### src/rtl/parking_gate_ctrl.sv
// parking_gate_ctrl
// Turns the entry/exit car sensors into single-cycle open pulses for the door
// block, keeps the free-space count, and holds off new pulses while the door
// runs its blink cycle. All logic runs on the 2 Hz system clock.
// HOLD_CYCLES must be at least 22, and 2**CNT_W must be greater than CAPACITY.
module parking_gate_ctrl #(
  parameter int CAPACITY    = 8,
  parameter int CNT_W       = 4,
  parameter int HOLD_CYCLES = 22
) (
  input  logic             clk_2Hz,
  input  logic             reset,
  input  logic             entry_req,
  input  logic             exit_req,
  output logic             open_signal,
  output logic             busy,
  output logic [CNT_W-1:0] free_count,
  output logic             full,
  output logic             denied,
  output logic             err
);

  localparam int HOLD_W = $clog2(HOLD_CYCLES + 1);
  localparam logic [CNT_W-1:0]  CapVal  = CNT_W'(CAPACITY);
  localparam logic [HOLD_W-1:0] HoldLast = HOLD_W'(HOLD_CYCLES - 1);

  typedef enum logic {
    IDLE = 1'b0,
    HOLD = 1'b1
  } stateT;

  stateT             state_q;
  logic [HOLD_W-1:0] holdCnt_q;
  logic              entrySample_q;
  logic              entryPrev_q;
  logic              exitSample_q;
  logic              exitPrev_q;
  logic              entryPend_q;
  logic              exitPend_q;
  logic              openSignal_q;
  logic              busy_q;
  logic              denied_q;
  logic              err_q;
  logic [CNT_W-1:0]  freeCount_q;

  logic              entryRise;
  logic              exitRise;
  logic              exitTaken;
  logic              entryTaken;

  // The sensors are sampled into a register first, so a rise is detected
  // between two registered samples; a held level only ever yields one rise.
  always_ff @(posedge clk_2Hz or negedge reset) begin
    if (!reset) begin
      entrySample_q <= 1'b0;
      entryPrev_q   <= 1'b0;
      exitSample_q  <= 1'b0;
      exitPrev_q    <= 1'b0;
    end else begin
      entrySample_q <= entry_req;
      entryPrev_q   <= entrySample_q;
      exitSample_q  <= exit_req;
      exitPrev_q    <= exitSample_q;
    end
  end

  // Decide which pending request the IDLE state consumes this edge; exit
  // always wins so a leaving car can free a space for a waiting entry.
  always_comb begin
    entryRise  = entrySample_q & ~entryPrev_q;
    exitRise   = exitSample_q & ~exitPrev_q;
    exitTaken  = 1'b0;
    entryTaken = 1'b0;
    if (state_q == IDLE) begin
      exitTaken  = exitPend_q;
      entryTaken = ~exitPend_q & entryPend_q;
    end
  end

  // Gate FSM with registered outputs: at most one action per IDLE edge,
  // then a fixed hold while the door blinks. Rises during HOLD stay pending.
  always_ff @(posedge clk_2Hz or negedge reset) begin
    if (!reset) begin
      state_q      <= IDLE;
      holdCnt_q    <= '0;
      entryPend_q  <= 1'b0;
      exitPend_q   <= 1'b0;
      openSignal_q <= 1'b0;
      busy_q       <= 1'b0;
      denied_q     <= 1'b0;
      err_q        <= 1'b0;
      freeCount_q  <= CapVal;
    end else begin
      entryPend_q  <= (entryPend_q & ~entryTaken) | entryRise;
      exitPend_q   <= (exitPend_q & ~exitTaken) | exitRise;
      openSignal_q <= 1'b0;
      denied_q     <= 1'b0;
      err_q        <= 1'b0;
      case (state_q)
        IDLE: begin
          if (exitTaken) begin
            if (freeCount_q < CapVal) begin
              openSignal_q <= 1'b1;
              freeCount_q  <= freeCount_q + 1'b1;
              busy_q       <= 1'b1;
              holdCnt_q    <= '0;
              state_q      <= HOLD;
            end else begin
              err_q <= 1'b1;
            end
          end else if (entryTaken) begin
            if (freeCount_q != '0) begin
              openSignal_q <= 1'b1;
              freeCount_q  <= freeCount_q - 1'b1;
              busy_q       <= 1'b1;
              holdCnt_q    <= '0;
              state_q      <= HOLD;
            end else begin
              denied_q <= 1'b1;
            end
          end
        end
        HOLD: begin
          if (holdCnt_q == HoldLast) begin
            holdCnt_q <= '0;
            busy_q    <= 1'b0;
            state_q   <= IDLE;
          end else begin
            holdCnt_q <= holdCnt_q + 1'b1;
          end
        end
        default: begin
          state_q <= IDLE;
          busy_q  <= 1'b0;
        end
      endcase
    end
  end

  assign open_signal = openSignal_q;
  assign busy        = busy_q;
  assign free_count  = freeCount_q;
  assign full        = (freeCount_q == '0);
  assign denied      = denied_q;
  assign err         = err_q;

endmodule
### config.mk
export PLATFORM = sky130hd
export DESIGN_NAME = parking_gate_ctrl
export DESIGN_NICKNAME = d
export VERILOG_FILES = /design/src/rtl/parking_gate_ctrl.sv
export SDC_FILE = /design/constraint.sdc
export NUM_CORES = 1
export LEC_CHECK = 0
export BUFFER_PORTS_ARGS = -buffer_cell sky130_fd_sc_hd__buf_2
export CAP_MARGIN = 20
export CORE_MARGIN = 2
export CORE_UTILIZATION = 52
export DETAILED_ROUTE_END_ITERATION = 16
export PLACE_DENSITY_LB_ADDON = 0.15
export SETUP_SLACK_MARGIN = 0.4
export SLEW_MARGIN = 0
export SYNTH_ARGS = -nofsm -noshare
export SYNTH_HDL_FRONTEND = slang
export SYNTH_SLANG_ARGS = --single-unit
### constraint.sdc
create_clock -name clk_2Hz -period 2.9 [get_ports clk_2Hz]
set_input_delay 0 -clock clk_2Hz [delete_from_list [all_inputs] [get_ports clk_2Hz]]
set_output_delay 0 -clock clk_2Hz [all_outputs]
set_load 0.01 [all_outputs]
==> metrics.txt <==
Gate Count Post-Synth=78; gpl congestion=approximately 0.76; drt pass-1 iters=4; Reg2Reg Setup Slack=850 ps; I/O Buffers=12; Yosys cell types=36; CTS H-Tree Depth=1; Critical Path Start=state_q; final net count=~100; slowest CP cell=dfrtp_1; I/O pins=13; ANT nets after route=0; synthesis-stage register bit count=20; CP Max Fanout=15; Hold Path Class=in -> async; layout cell share with drive strength beyond 1=25.3%; Reg2Reg Depth=7; post-CTS setup buffers=0; crit path DAT=2280 ps; Register Area=502 sq um; Avg WL per Cell=11.7 um; Post-Route WL=1400 um; CP Class=reg -> reg; Core Box Area=1710 sq um; Final Power=approximately 1.1 mW; Peak VDD IR=approximately 540 uV; crit path to=free_count[3]; total negative slack=0 ps; Placed Area=1010 sq um; Final Setup Violations=0; post-layout util=62.9%; DR DRC count=0; syn nets=86; Fill cells=roughly 140; RR Endpoint=free_count[3]; final setup margin=~850 ps; final-report hold violation count=0; Clock Latency Late Sink=300 ps; DP HPWL=1030 um; sequential share of the synthesized area=around 54%; Worst-path clk slew=around 100 ps; hold_ws=between 150 and 200 ps; row cnt=15; Avg Inst Size Synth=11.9 sq um; Post-Syn Area=between 900 and 1000 sq um; FMAX=487 MHz; Min Clock Period, post-route=2050 ps; critical path launch point type=flip-flop; largest net degree at the start of global routing=21; LEAKAGE=between 0.5 and 0.6 nW; Ys Warns=0; RSZ-0062 raised after global routing=false; largest stage delay on the critical path=~550 ps; grt total ovfl=0; clock skew=between 2 and 2.5 ps; placed insts=113; CTS Root Cell=clkbuf_4; Total GRT Usage=16.8%; Cell Count, Final, Fillers Out=120; full die area=2140 sq um; data required time of the critical path=3130 ps; max-cap violation count=0; Area growth syn-to-layout=15.3%; relative slew slack=a little under three quarters; fin. max-slew vios=0; power per cell area=1040 nW/um^2; die width=46.3 um; final instance area=1070 sq um; total CTS buffers=3; Clock Tree Buf Depth=2; Starting Density=54.5%; area occupied by multi-input gates=395 sq um; Vias/cell=a little over 5; Die Y=between 40 and 50 um; Critical Path End Type=flip-flop; pre-CTS worst setup slack=around 860 ps; r2r startpoint=state_q; Least-Margin Pin Slew=about 440 ps; Iter 0 DRT Violations=18; post_cts resized=0; Final Cycle Share=70.7%; cts hold-fix bufs=3; first-pass GRT wire length=2390 um; Antenna diodes=0; CTS Sinks=20; initial antenna violation count=0; run status=completed; CTS tree=yes; Vias=614; vias in the first global route=around 540; Cell Chain, Critical Path=nor2b_1, inv_2, ha_1, nand2_1, o21ai_0, mux2_1, o32a_1
## cells in the mapped netlist (all sizes together)
library cell | count | area [sq um]
a211o | 1 | 8.76
a21o | 2 | 15.0
a21oi | 2 | 10.0
a31o | 1 | 8.76
a31oi | 1 | 6.26
and2 | 1 | 6.26
and3 | 2 | 12.5
buf | 1 | 11.3
clkbuf | 1 | 3.75
dfrtp | 19 | 475
dfstp | 1 | 26.3
ha | 4 | 50.1
inv | 5 | 18.8
mux2 | 4 | 52.6
nand2 | 4 | 15.0
nand2b | 2 | 12.5
nand3 | 3 | 15.0
nand3b | 1 | 7.51
nand4b | 1 | 8.76
nor2 | 5 | 18.8
nor2b | 2 | 20.0
nor3 | 1 | 5.00
nor4 | 1 | 21.3
o21ai | 4 | 20.0
o22ai | 2 | 18.8
o2bb2ai | 1 | 8.76
o32a | 1 | 10.0
o32ai | 1 | 8.76
xnor2 | 2 | 17.5
xor2 | 2 | 17.5
## how the worst min path moves through the flow
stage                        end
finish              holdCnt_q[4]
global route        holdCnt_q[4]
CTS                 holdCnt_q[4]
detailed placement  holdCnt_q[4]
global placement    holdCnt_q[4]
floorplan                   busy
## cells by family after synthesis
kind of cell               count (synthesis)  synth area share (%)
AOI/OAI and AO/OA                         16                  12.4
xor gates and xnor gates                   4                  3.76
adders and majority gates                  4                  5.38
buffers and inverters                      7                  3.63
DFF                                       20                  53.9
muxes                                      4                  5.65
and+or+nand+nor                           23                  15.3
## routing by layer
metal / routed length (um) / track usage, % / vias to the layer above
met2: 615 / 22.2 / 14
met3: 50 / 5.88 / 4
met5: 0 / 0 / -
li1: - / - / 307
met4: 34 / 10.3 / 0
met1: 700 / 23.3 / 289
## registers in the layout (all words and copies together), names as in the netlist
name and flops:
state_q 1, busy 1, open_signal 1, free_count 4, exitPrev_q 1, entryPend_q 1, holdCnt_q 5, exitSample_q 1
entrySample_q 1, exitPend_q 1, entryPrev_q 1, denied 1, err 1
## worst max-delay path, delay by kind of cell (launching register included)
family / cells / cell delay (ps)
flip-flops: 1 / 550
multiplexers: 1 / 290
buffers and inverters: 1 / 70
adder cells (fa/ha/maj): 1 / 340
AND/OR/NAND/NOR: 2 / 480
AO/OA/AOI/OAI: 2 / 250
## cell usage in the layout, fill, tap and decap left out, types with 2 or more instances in the layout
master         Yosys  layout
ha_1               4       4
nand2b_1           2       2
o21ai_0            2       2
clkbuf_4           0       3
dfrtp_1           19      19
xor2_1             2       2
xnor2_1            2       2
nand3_1            3       3
a21oi_1            2       2
a21o_1             2       2
and3_1             2       2
mux2_4             2       2
inv_1              4       4
buf_2              0      12
dlygate4sd3_1      0       3
o21ai_1            2       2
nor2_1             5       5
nand2_1            4       4
## report_power, final
group	total [mW]	internal (mW)	leakage [nW]	switching, mW
combinational	0.463	0.249	0.258	0.213
sequential	0.500	0.374	0.240	0.126
clock	0.156	0.0766	0.0210	0.0796
total	1.12	0.700	0.519	0.419
## layout make-up
type	count	share of cell area (%)
multi-input combinational	51	36.8
inverter	5	1.75
timing repair buffer	15	8.39
tap	25	2.91
clock buffer	4	3.38
sequential	20	46.7
(Power assumes the default switching activity.)
